`src/rtl/wb_exc_csr.sv`:
```
// wb_exc_csr: writeback-stage exception commit and CSR state.
// Resolves the synchronous exception sources and the internal interrupt by
// priority. It commits the winning exception or an ertn into CRMD, PRMD,
// ESTAT, ERA and BADV. It also serves the CSR read/write port.
// Optional timer (TCFG/TVAL/TICLR, ESTAT.IS[11]) is built when the macro
// WB_EXC_TIMER_EN is defined; otherwise those registers read as zero.
module wb_exc_csr #(
  parameter int                    NSRC      = 6,
  parameter logic [(NSRC-1)*6-1:0] ECODE_TAB = {6'h0D, 6'h0C, 6'h0B, 6'h09, 6'h08},
  parameter logic [NSRC-1:0]       BADV_MASK = 6'b000110,
  parameter int                    TIMER_W   = 32   // 3..32
) (
  input  logic            clk,
  input  logic            reset,
  input  logic            wb_valid,
  input  logic [31:0]     wb_pc,
  input  logic [31:0]     wb_badv,
  input  logic [NSRC-1:0] wb_exc,
  input  logic            wb_is_ertn,
  input  logic [7:0]      hw_int,
  input  logic            csr_we,
  input  logic [13:0]     csr_num,
  input  logic [31:0]     csr_wmask,
  input  logic [31:0]     csr_wdata,
  output logic [31:0]     csr_rdata,
  output logic            wb_ex,
  output logic [5:0]      wb_ecode,
  output logic [7:0]      wb_esubcode,
  output logic            exc_flush,
  output logic [31:0]     exc_target,
  output logic            has_int
);

  localparam logic [13:0] CSR_CRMD   = 14'h000;
  localparam logic [13:0] CSR_PRMD   = 14'h001;
  localparam logic [13:0] CSR_ECFG   = 14'h004;
  localparam logic [13:0] CSR_ESTAT  = 14'h005;
  localparam logic [13:0] CSR_ERA    = 14'h006;
  localparam logic [13:0] CSR_BADV   = 14'h007;
  localparam logic [13:0] CSR_EENTRY = 14'h00C;
  localparam logic [13:0] CSR_TCFG   = 14'h041;
  localparam logic [13:0] CSR_TVAL   = 14'h042;
  localparam logic [13:0] CSR_TICLR  = 14'h044;

  // LIE bit 10 has no interrupt behind it and is hardwired to zero.
  localparam logic [12:0] LIE_WMASK  = 13'h1BFF;

  // Architectural state
  logic [1:0]  crmd_plv_q,   crmd_plv_d;
  logic        crmd_ie_q,    crmd_ie_d;
  logic [1:0]  prmd_pplv_q,  prmd_pplv_d;
  logic        prmd_pie_q,   prmd_pie_d;
  logic [12:0] ecfg_lie_q,   ecfg_lie_d;
  logic [1:0]  estat_sw_q,   estat_sw_d;
  logic [7:0]  estat_hw_q,   estat_hw_d;
  logic [5:0]  estat_ecode_q, estat_ecode_d;
  logic [8:0]  estat_esub_q, estat_esub_d;
  logic [31:0] era_q,        era_d;
  logic [31:0] badv_q,       badv_d;
  logic [25:0] eentry_q,     eentry_d;

  logic        ti_flag;

`ifdef WB_EXC_TIMER_EN
  logic [TIMER_W-1:0] tcfg_q, tcfg_d;
  logic [TIMER_W-1:0] tval_q, tval_d;
  logic               ti_q,   ti_d;
  logic               tcfg_wr, ticlr_wr, expire;
  assign ti_flag = ti_q;
`else
  assign ti_flag = 1'b0;
`endif

  // Source 0 is the internal interrupt; the external flag at bit 0 is dropped.
  logic unused_exc0;
  assign unused_exc0 = wb_exc[0];

  logic [12:0]     estat_is;
  logic [NSRC-1:0] src_vec;
  logic [5:0]      win_ecode;
  logic            win_badv;
  logic            ertn_fire;
  logic            csr_wr;
  logic [31:0]     wr_val;

  assign estat_is  = {1'b0, ti_flag, 1'b0, estat_hw_q, estat_sw_q};
  assign has_int   = crmd_ie_q & (|(estat_is & ecfg_lie_q));
  assign src_vec   = {wb_exc[NSRC-1:1], has_int};

  // Priority encode: scan from the lowest-priority source so the lowest
  // set index is the last to write and wins.
  always_comb begin
    win_ecode = 6'h00;
    win_badv  = 1'b0;
    for (int i = NSRC-1; i >= 1; i--) begin
      if (src_vec[i]) begin
        win_ecode = ECODE_TAB[(i-1)*6 +: 6];
        win_badv  = BADV_MASK[i];
      end
    end
    if (src_vec[0]) begin
      win_ecode = 6'h00;
      win_badv  = BADV_MASK[0];
    end
  end

  // ertn takes precedence over any exception flag on the same instruction.
  assign ertn_fire   = wb_valid & wb_is_ertn;
  assign wb_ex       = wb_valid & ~wb_is_ertn & (|src_vec);
  assign wb_ecode    = wb_ex ? win_ecode : 6'h00;
  assign wb_esubcode = 8'h00;
  assign exc_flush   = wb_ex | ertn_fire;
  assign exc_target  = wb_ex     ? {eentry_q, 6'b0} :
                       ertn_fire ? era_q            : 32'h0;

  // An excepting instruction never writes a CSR.
  assign csr_wr = csr_we & wb_valid & ~wb_ex;
  // csr_rdata is the current value of the addressed CSR, so it is the "old"
  // operand of the masked merge.
  assign wr_val = (csr_rdata & ~csr_wmask) | (csr_wdata & csr_wmask);

  // Combinational CSR read mux
  always_comb begin
    csr_rdata = 32'h0;
    case (csr_num)
      CSR_CRMD:   csr_rdata = {29'd0, crmd_ie_q, crmd_plv_q};
      CSR_PRMD:   csr_rdata = {29'd0, prmd_pie_q, prmd_pplv_q};
      CSR_ECFG:   csr_rdata = {19'd0, ecfg_lie_q};
      CSR_ESTAT:  csr_rdata = {1'b0, estat_esub_q, estat_ecode_q, 3'b000, estat_is};
      CSR_ERA:    csr_rdata = era_q;
      CSR_BADV:   csr_rdata = badv_q;
      CSR_EENTRY: csr_rdata = {eentry_q, 6'b0};
`ifdef WB_EXC_TIMER_EN
      CSR_TCFG:   csr_rdata = 32'(tcfg_q);
      CSR_TVAL:   csr_rdata = 32'(tval_q);
`endif
      default:    csr_rdata = 32'h0;
    endcase
  end

  // Next-state: software write first, then exception/ertn commit overrides.
  always_comb begin
    crmd_plv_d    = crmd_plv_q;
    crmd_ie_d     = crmd_ie_q;
    prmd_pplv_d   = prmd_pplv_q;
    prmd_pie_d    = prmd_pie_q;
    ecfg_lie_d    = ecfg_lie_q;
    estat_sw_d    = estat_sw_q;
    estat_hw_d    = hw_int;
    estat_ecode_d = estat_ecode_q;
    estat_esub_d  = estat_esub_q;
    era_d         = era_q;
    badv_d        = badv_q;
    eentry_d      = eentry_q;
`ifdef WB_EXC_TIMER_EN
    tcfg_d        = tcfg_q;
`endif

    if (csr_wr) begin
      case (csr_num)
        CSR_CRMD:   begin crmd_ie_d  = wr_val[2]; crmd_plv_d  = wr_val[1:0]; end
        CSR_PRMD:   begin prmd_pie_d = wr_val[2]; prmd_pplv_d = wr_val[1:0]; end
        CSR_ECFG:   ecfg_lie_d = wr_val[12:0] & LIE_WMASK;
        CSR_ESTAT:  estat_sw_d = wr_val[1:0];
        CSR_ERA:    era_d      = wr_val;
        CSR_BADV:   badv_d     = wr_val;
        CSR_EENTRY: eentry_d   = wr_val[31:6];
`ifdef WB_EXC_TIMER_EN
        CSR_TCFG:   tcfg_d     = wr_val[TIMER_W-1:0];
`endif
        default: ;
      endcase
    end

    if (wb_ex) begin
      prmd_pplv_d   = crmd_plv_q;
      prmd_pie_d    = crmd_ie_q;
      crmd_plv_d    = 2'b00;
      crmd_ie_d     = 1'b0;
      era_d         = wb_pc;
      estat_ecode_d = win_ecode;
      estat_esub_d  = {1'b0, wb_esubcode};
      if (win_badv) badv_d = wb_badv;
    end else if (ertn_fire) begin
      crmd_plv_d = prmd_pplv_q;
      crmd_ie_d  = prmd_pie_q;
    end
  end

`ifdef WB_EXC_TIMER_EN
  assign tcfg_wr  = csr_wr & (csr_num == CSR_TCFG);
  assign ticlr_wr = csr_wr & (csr_num == CSR_TICLR) & wr_val[0];
  assign expire   = tcfg_q[0] & (tval_q == '0);

  // Timer: a TCFG write reloads the counter and beats an expiry; TI set
  // beats a same-cycle TICLR clear.
  always_comb begin
    ti_d   = ti_q;
    tval_d = tval_q;
    if (ticlr_wr) ti_d = 1'b0;
    if (expire)   ti_d = 1'b1;
    if (tcfg_wr) begin
      tval_d = {wr_val[TIMER_W-1:2], 2'b00};
    end else if (expire) begin
      if (tcfg_q[1]) tval_d = {tcfg_q[TIMER_W-1:2], 2'b00};
    end else if (tcfg_q[0]) begin
      tval_d = tval_q - TIMER_W'(1);
    end
  end

  // One-shot expiry disables the timer unless software rewrote TCFG.
  logic tcfg_en_next;
  always_comb begin
    tcfg_en_next = tcfg_d[0];
    if (!tcfg_wr && expire && !tcfg_q[1]) tcfg_en_next = 1'b0;
  end

  // Timer registers; reset also stops any countdown in progress.
  always_ff @(posedge clk) begin
    if (reset) begin
      tcfg_q <= '0;
      tval_q <= '0;
      ti_q   <= 1'b0;
    end else begin
      tcfg_q <= {tcfg_d[TIMER_W-1:1], tcfg_en_next};
      tval_q <= tval_d;
      ti_q   <= ti_d;
    end
  end
`endif

  // Architectural CSR registers, all cleared by reset.
  always_ff @(posedge clk) begin
    if (reset) begin
      crmd_plv_q    <= 2'b00;
      crmd_ie_q     <= 1'b0;
      prmd_pplv_q   <= 2'b00;
      prmd_pie_q    <= 1'b0;
      ecfg_lie_q    <= 13'h0;
      estat_sw_q    <= 2'b00;
      estat_hw_q    <= 8'h00;
      estat_ecode_q <= 6'h00;
      estat_esub_q  <= 9'h000;
      era_q         <= 32'h0;
      badv_q        <= 32'h0;
      eentry_q      <= 26'h0;
    end else begin
      crmd_plv_q    <= crmd_plv_d;
      crmd_ie_q     <= crmd_ie_d;
      prmd_pplv_q   <= prmd_pplv_d;
      prmd_pie_q    <= prmd_pie_d;
      ecfg_lie_q    <= ecfg_lie_d;
      estat_sw_q    <= estat_sw_d;
      estat_hw_q    <= estat_hw_d;
      estat_ecode_q <= estat_ecode_d;
      estat_esub_q  <= estat_esub_d;
      era_q         <= era_d;
      badv_q        <= badv_d;
      eentry_q      <= eentry_d;
    end
  end

endmodule

```
`config.mk`:
```
export PLATFORM = sky130hd
export DESIGN_NAME = wb_exc_csr
export DESIGN_NICKNAME = d
export VERILOG_FILES = /design/src/rtl/wb_exc_csr.sv
export SDC_FILE = /design/constraint.sdc
export NUM_CORES = 1
export LEC_CHECK = 0
export BUFFER_PORTS_ARGS = -buffer_cell sky130_fd_sc_hd__buf_2
export CAP_MARGIN = 10
export CORE_MARGIN = 5
export CORE_UTILIZATION = 52
export DETAILED_ROUTE_END_ITERATION = 8
export PLACE_DENSITY = 0.81
export SLEW_MARGIN = 10
export SYNTH_ARGS = -nofsm -noshare
export SYNTH_HDL_FRONTEND = slang
export SYNTH_SLANG_ARGS = --single-unit
```
`constraint.sdc`:
```
create_clock -name clk -period 2.3 [get_ports clk]
set_input_delay 0.115 -clock clk [delete_from_list [all_inputs] [get_ports clk]]
set_output_delay 0.115 -clock clk [all_outputs]
set_load 0.01 [all_outputs]
```
# --- After elaboration in Yosys (flattened, before gate mapping) ---
# Index checks and enable logic that the tools add are counted.
word_totals:
  register_bits: 124
  input_bits: 161
  out_inout_bits: 81
classes:
  n_eq_ne: 6
  muxes: 32
  bitwise: 14
  n_reduce_logical: 15
ops:
  columns: ["cell", "n"]
  rows:
  - ["2-to-1 mux 32 bit", 9]
  - ["one-hot mux 32 bit (7 select lines)", 1]
  - ["bitwise AND 32 bit", 2]
  - ["== test 14 x 3 -> 1 bit, second input constant", 4]
  - ["inverter 32 bit", 1]
  - ["bitwise OR 32 bit", 1]
  - ["2-to-1 mux 6 bit", 4]
  - ["== test 14 x 1 -> 1 bit, second input constant", 1]
  - ["== test 14 x 4 -> 1 bit, second input constant", 1]
  - ["zero test 14 bit", 1]
  - ["bitwise AND 10 x 13 -> 13 bit", 1]
  - ["OR reduction 13 bit", 1]
  - ["2-to-1 mux 2 bit", 6]
  - ["2-to-1 mux 4 bit", 3]
  - ["AND reduction 2 bit", 6]
  - ["nonzero test 2 bit", 5]
  - ["2-to-1 mux 1 bit", 9]
  - ["bitwise AND 1 bit", 6]
  - ["OR reduction 6 bit", 1]
  - ["inverter 1 bit", 2]
  - ["OR reduction 2 bit", 1]
  - ["bitwise OR 1 bit", 1]

# --- Depth between registers and ports, before layout ---
logic_depth:
  word_depth: 10
  ltp_mapped: 8
  mapped_depth_nobuf: 6

# --- Worst setup path after synthesis ---
# Ideal clock, no wire load.
synth_path:
  kind: "input port to flip-flop"
  startpoint: "in csr_num[7]"
  endpoint: "reg era_q[11]"
  setup_time_ns: 0.132
  arrival_ns: 1.718
  required_time_ns: 2.168
  setup_slack_ns: 0.450
  stages: 7
  n_path_buf: 2
  path_cell_list: "or4_1 > nor4_4 > buf_4 > buf_6 > nand3_1 > o221ai_1 > a21oi_1"
synth_between:
  elab_chain_cells: 7
  word_cells_on_any_way: 15
  cone_classes: "eq/ne (6); mux (4); bitwise (2); reduce/logical (3)"
synth_rtl:
  columns: ["element", "line", "rtl"]
  rows:
  - ["start: declaration", "22", "input logic [13:0] csr_num,"]
  - ["== test 14 x 4 -> 1 bit (tied with other cells)", "125", "case (csr_num)"]
  - ["one-hot mux 32 bit (7 select lines)", "125", null]
  - ["bitwise AND 32 bit", "120", "assign wr_val = (csr_rdata & ~csr_wmask) | (csr_wdata & csr_wmask);"]
  - ["bitwise OR 32 bit", "120", null]
  - ["2-to-1 mux 32 bit", "160", "case (csr_num)"]
  - ["2-to-1 mux 32 bit", "159", "if (csr_wr) begin"]
  - ["2-to-1 mux 32 bit", "175", "if (wb_ex) begin"]
  - ["end signal: assignment", "257", "era_q <= era_d;"]
  - ["end: declaration", "58", "logic [31:0] era_q, era_d;"]
# Parallel ways exist; a longest one is shown, timed or not. The select of a mux whose other input is x is not followed.
# A chain may end at the register's enable or synchronous reset.

# --- Worst setup path after layout ---
layout_path:
  startpoint: "reg estat_hw_q[0]"
  endpoint: "out exc_target[9]"
layout_between:
  elab_chain_cells: 6
layout_rtl:
  columns: ["element", "line", "rtl"]
  rows:
  - ["start: declaration", "55", "logic [7:0] estat_hw_q, estat_hw_d;"]
  - ["start signal: assignment", "254", "estat_hw_q <= estat_hw_d;"]
  - ["bitwise AND 10 x 13 -> 13 bit", "87", "assign has_int = crmd_ie_q & (|(estat_is & ecfg_lie_q));"]
  - ["OR reduction 13 bit", "87", null]
  - ["bitwise AND 1 bit", "87", null]
  - ["OR reduction 6 bit", "109", "assign wb_ex = wb_valid & ~wb_is_ertn & (|src_vec);"]
  - ["bitwise AND 1 bit", "109", null]
  - ["2-to-1 mux 32 bit", "113", "assign exc_target = wb_ex ? {eentry_q, 6'b0} :"]
  - ["end: declaration", "30", "output logic [31:0] exc_target,"]
# Every way passes these cells.

==> impl_results.html <==
<table>
<tr><th>Metric</th><th>Value</th></tr>
<tr><th colspan="2">Outcome</th></tr>
<tr><td>Outcome</td><td>complete, no violations</td></tr>
<tr><th colspan="2">Timing</th></tr>
<tr><td>Post-route fraction of the period consumed by the critical path</td><td>a little over nine tenths</td></tr>
<tr><td>Worst clock skew on the final layout</td><td>0.00915 ns</td></tr>
<tr><td>Fmax</td><td>approximately 0.45 GHz</td></tr>
<tr><td>Time the final worst path needs with I/O delays and setup</td><td>2.23 ns</td></tr>
<tr><td>Final Slew Violations</td><td>0</td></tr>
<tr><td>Post-route setup TNS</td><td>0 ns</td></tr>
<tr><td>Slew at the pin closest to its max-slew limit</td><td>0.973 ns</td></tr>
<tr><td>Worst rel slew slack</td><td>between 30% and 40%</td></tr>
<tr><td>Setup repair after global routing missed its margin</td><td>false</td></tr>
<tr><td>Final hold violation count</td><td>0</td></tr>
<tr><td>Finish-stage setup viols</td><td>0</td></tr>
<tr><td>Worst hold slack across all endpoints</td><td>~0.046 ns</td></tr>
<tr><th colspan="2">Drt</th></tr>
<tr><td>Count of TritonRoute iterations in the first routing pass</td><td>6</td></tr>
<tr><td>Iteration-0 DRC Markers</td><td>1,236</td></tr>
<tr><td>Detailed-route wire length</td><td>30,600 um</td></tr>
<tr><td>Vias per std cell</td><td>roughly 6.7</td></tr>
<tr><td>Number of vias after detailed routing</td><td>9,287</td></tr>
<tr><td>Drc violations</td><td>0</td></tr>
<tr><td>Post-route ant nets</td><td>0</td></tr>
<tr><td>Drt wl/cell</td><td>22.0 um</td></tr>
<tr><th colspan="2">Placed design</th></tr>
<tr><td>Total half-perimeter wirelength after legalization and detailed placement</td><td>20,000 um</td></tr>
<tr><td>Final weighted congestion in routability-driven placement</td><td>~0.95</td></tr>
<tr><td>Total of buffers placed on input and output ports</td><td>230</td></tr>
<tr><th colspan="2">Synthesis</th></tr>
<tr><td>Average cell area after synthesis</td><td>between 8 and 9 um2</td></tr>
<tr><td>Async set-reset flop share out of synthesis</td><td>0%</td></tr>
<tr><td>Count of yosys warnings during synthesis</td><td>0</td></tr>
<tr><td>Most used flip-flop cell after synthesis</td><td>sky130_fd_sc_hd__dfxtp_1</td></tr>
<tr><td>Post-synthesis cell count</td><td>917</td></tr>
<tr><td>Top post-synthesis cells by area</td><td>sky130_fd_sc_hd__dfxtp_1, sky130_fd_sc_hd__a211oi_1, sky130_fd_sc_hd__and3b_1</td></tr>
<tr><td>Share of the synthesized area in the top cell type</td><td>a little under a third</td></tr>
<tr><td>Library cells used by synthesis</td><td>58</td></tr>
<tr><td>Part of the Yosys area used for sequential elements</td><td>a little under a third</td></tr>
<tr><td>Number of storage elements in the synthesis netlist</td><td>about 120</td></tr>
<tr><td>Count of flip-flops with a built-in enable after synthesis</td><td>0</td></tr>
<tr><td>Netlist area before placement</td><td>roughly 0.0077 mm2</td></tr>
<tr><td>Top cell type by total area after synthesis</td><td>sky130_fd_sc_hd__dfxtp_1</td></tr>
<tr><th colspan="2">Global routing</th></tr>
<tr><td>Antenna violations before repair</td><td>2</td></tr>
<tr><td>Grt total ovfl</td><td>0</td></tr>
<tr><td>GRT Resource Usage Total</td><td>roughly a third</td></tr>
<tr><td>Number of global-route vias before repair</td><td>approximately 9,000</td></tr>
<tr><td>First-pass GRT wire length</td><td>approximately 48,000 um</td></tr>
<tr><td>Maximum number of pins on one net before global-route repair</td><td>84</td></tr>
<tr><th colspan="2">CTS</th></tr>
<tr><td>Maximum number of buffers from clock root to sink</td><td>2</td></tr>
<tr><td>Root Buffer Master</td><td>sky130_fd_sc_hd__clkbuf_16</td></tr>
<tr><td>Clock-pin slew reported for the worst setup and hold paths after clock tree synthesis</td><td>about 0.050 ns</td></tr>
<tr><td>Clock tree from TritonCTS</td><td>built</td></tr>
<tr><td>Worst skew pair latency</td><td>between 0.4 and 0.5 ns</td></tr>
<tr><td>Inserted Clock Buffers</td><td>17</td></tr>
<tr><td>Clock H-tree levels</td><td>4</td></tr>
<tr><td>CTS Sinks</td><td>122</td></tr>
<tr><th colspan="2">Setup path</th></tr>
<tr><td>Worst endpoint required time</td><td>~2.2 ns</td></tr>
<tr><td>End of the worst register-to-register path</td><td>badv_q[4]</td></tr>
<tr><td>R2R Path Start</td><td>estat_sw_q[1]</td></tr>
<tr><td>Launching instance or port of the critical path</td><td>estat_hw_q[0]</td></tr>
<tr><td>Highest net fanout along the worst path</td><td>17</td></tr>
<tr><td>Chain of cells forming the critical path</td><td>a22oi_2, and3_4, a31o_4, inv_2, buf_4, a22o_1, buf_2</td></tr>
<tr><td>Register-to-register setup slack</td><td>roughly 0.26 ns</td></tr>
<tr><td>Crit end category</td><td>primary output</td></tr>
<tr><td>Number of gates on the worst path with buffers counted</td><td>7</td></tr>
<tr><td>Logic depth of the worst register-to-register path</td><td>7</td></tr>
<tr><td>Startpoint type of the worst setup path</td><td>flop</td></tr>
<tr><td>Cell class contributing the biggest share of worst-path delay</td><td>compound AO/OA/AOI/OAI gates</td></tr>
<tr><td>Library cell contributing the largest single delay on the critical path</td><td>sky130_fd_sc_hd__dfxtp_1</td></tr>
<tr><td>WS Path Type</td><td>flop to primary output</td></tr>
<tr><td>Max stage delay on crit path</td><td>between 0.3 and 0.4 ns</td></tr>
<tr><td>WP data arrival</td><td>between 2 and 2.5 ns</td></tr>
<tr><td>Worst path buffer plus inverter count</td><td>3</td></tr>
<tr><th colspan="2">Floorplan</th></tr>
<tr><td>Height of the die</td><td>around 130 um</td></tr>
<tr><td>Effective utilization at floorplan</td><td>52.8%</td></tr>
<tr><td>Die boundary width</td><td>131 um</td></tr>
<tr><td>Number of core rows</td><td>between 40 and 50</td></tr>
<tr><td>Die footprint</td><td>around 0.017 mm2</td></tr>
<tr><td>Io pins</td><td>242</td></tr>
<tr><td>Placeable core area</td><td>approximately 0.014 mm2</td></tr>
<tr><th colspan="2">Min path</th></tr>
<tr><td>Origin of the worst min-delay path</td><td>wb_badv[3]</td></tr>
<tr><td>Worst hold-check path type</td><td>input port to flop</td></tr>
<tr><td>Hold Path End</td><td>badv_q[3]</td></tr>
<tr><td>Worst Hold Depth</td><td>3</td></tr>
<tr><th colspan="2">Cells and area</th></tr>
<tr><td>Count of nets after finishing</td><td>around 1,400</td></tr>
<tr><td>Most used cells in the layout excluding fill and tap cells</td><td>sky130_fd_sc_hd__buf_2, sky130_fd_sc_hd__dfxtp_1, sky130_fd_sc_hd__dlygate4sd3_1</td></tr>
<tr><td>Leading cell type in the layout, fill and taps excluded</td><td>sky130_fd_sc_hd__buf_2</td></tr>
<tr><td>Share of cells above drive strength 1</td><td>28.5%</td></tr>
<tr><td>Post-synthesis to final-layout area growth</td><td>35.1%</td></tr>
<tr><td>Finished Core Util</td><td>between 70% and 80%</td></tr>
<tr><th colspan="2">Power and ir drop</th></tr>
<tr><td>Leakage power of the design</td><td>0.00444 uW</td></tr>
<tr><td>Peak supply drop</td><td>about 560 uV</td></tr>
<tr><td>Areal power density over the cells</td><td>between 500 and 600 mW/mm2</td></tr>
<tr><th colspan="2">Flow run</th></tr>
<tr><td>Max cap viols</td><td>0</td></tr>
</table>
-- synthesized netlist by cell type, types with 7 or more instances --
library cell and count:
sky130_fd_sc_hd__buf_4 18, sky130_fd_sc_hd__o211ai_1 19, sky130_fd_sc_hd__buf_2 27, sky130_fd_sc_hd__mux2i_1 19
sky130_fd_sc_hd__nand2_1 62, sky130_fd_sc_hd__and2_1 25, sky130_fd_sc_hd__o32ai_1 30, sky130_fd_sc_hd__clkbuf_1 57
sky130_fd_sc_hd__dfxtp_1 122, sky130_fd_sc_hd__o2111a_1 22, sky130_fd_sc_hd__a41oi_1 7, sky130_fd_sc_hd__and3b_1 41
sky130_fd_sc_hd__a22oi_1 10, sky130_fd_sc_hd__a22o_1 28, sky130_fd_sc_hd__inv_1 9, sky130_fd_sc_hd__a21oi_1 63
sky130_fd_sc_hd__nor2b_1 12, sky130_fd_sc_hd__a31oi_1 10, sky130_fd_sc_hd__o2111ai_1 16, sky130_fd_sc_hd__and3_1 18
sky130_fd_sc_hd__nor2_1 24, sky130_fd_sc_hd__mux2_2 11, sky130_fd_sc_hd__a221o_1 24, sky130_fd_sc_hd__nand3_1 25
sky130_fd_sc_hd__nor3_1 25, sky130_fd_sc_hd__a211oi_1 52, sky130_fd_sc_hd__o21ai_0 68
-- report_power, final --
group	switching (uW)	internal [uW]
Combinational	465	378
Sequential	46.1	2180
Clock	913	1430
Total	1420	3990
-- worst min-delay path: stages --
cell,delay (ns)
sky130_fd_sc_hd__buf_2,0.08
sky130_fd_sc_hd__and3_1,0.14
sky130_fd_sc_hd__a221o_1,0.11
-- layer usage --
| metal | share of wire, % | track usage, % | vias up | wire length, um |
|---|---|---|---|---|
| met5 | 0.069 | 0 | - | 21 |
| met4 | 4.5 | 16.7 | 4 | 1380 |
| met3 | 11 | 9.10 | 126 | 3300 |
| met2 | 48 | 55.2 | 672 | 14600 |
| met1 | 37 | 40.0 | 4319 | 11300 |
| li1 | - | - | 4166 | - |
-- worst max path at each step --
| stage | slack [ns] | end |
|---|---|---|
| after global placement | 0.1 | badv_q[12] |
| final | 0.07 | exc_target[9] |
| after detailed placement | 0.004 | eentry_q[20] |
| after global routing | 0.02 | exc_target[12] |
| after floorplan | 0.45 | era_q[11] |
| after CTS | 0.005 | exc_target[12] |
-- kinds of logic after synthesis --
group                  count (synthesis)  synth area share [%]
AND/OR/NAND/NOR                      266                  20.4
buffers and inverters                118                  7.33
flip-flops                           122                  31.9
multiplexers                          30                  4.10
AO/OA/AOI/OAI                        380                  36.2
other                                  1                0.0490
-- per-stage QoR --
step,instance area (um2),setup WS (ns),power [uW],cells
CTS,10300,0.00499,5380,1384
floorplan,7680,0.450,2650,926
global route,10300,0.0243,5570,1388
global placement,9060,0.0969,2960,1286
finish,10300,0.0655,5410,1390
detailed placement,9060,0.00428,2980,1286
-- what timing repair did --
action | 4_1_cts | 5_1_grt
hold endpoints to repair | 69 | 0
gates cloned | 0 | 1
hold buffers | 69 | 0
resized for setup | 4 | 1
setup endpoints to repair | 27 | 26
pin swaps | 1 | 1
buffers inserted | 1 | 3
-- flip-flops by register name, summed over array words and instances, names as in the netlist --
register	cells
estat_ecode_q	4
prmd_pplv_q	2
eentry_q	26
crmd_ie_q	1
prmd_pie_q	1
era_q	32
badv_q	32
crmd_plv_q	2
estat_hw_q	8
estat_sw_q	2
ecfg_lie_q	12
-- final cells by class --
type / instances / area (um2)
multi-input cells: 686 / 4740
fillers: 1097 / 4140
flip-flops and latches: 122 / 2440
repair buffers: 359 / 2380
clock buffers: 25 / 485
well taps: 184 / 230
inverters: 9 / 33.8
clock inverters: 3 / 17.5
diodes: 2 / 5.00
Note: power is estimated with default switching activity, not from simulation.
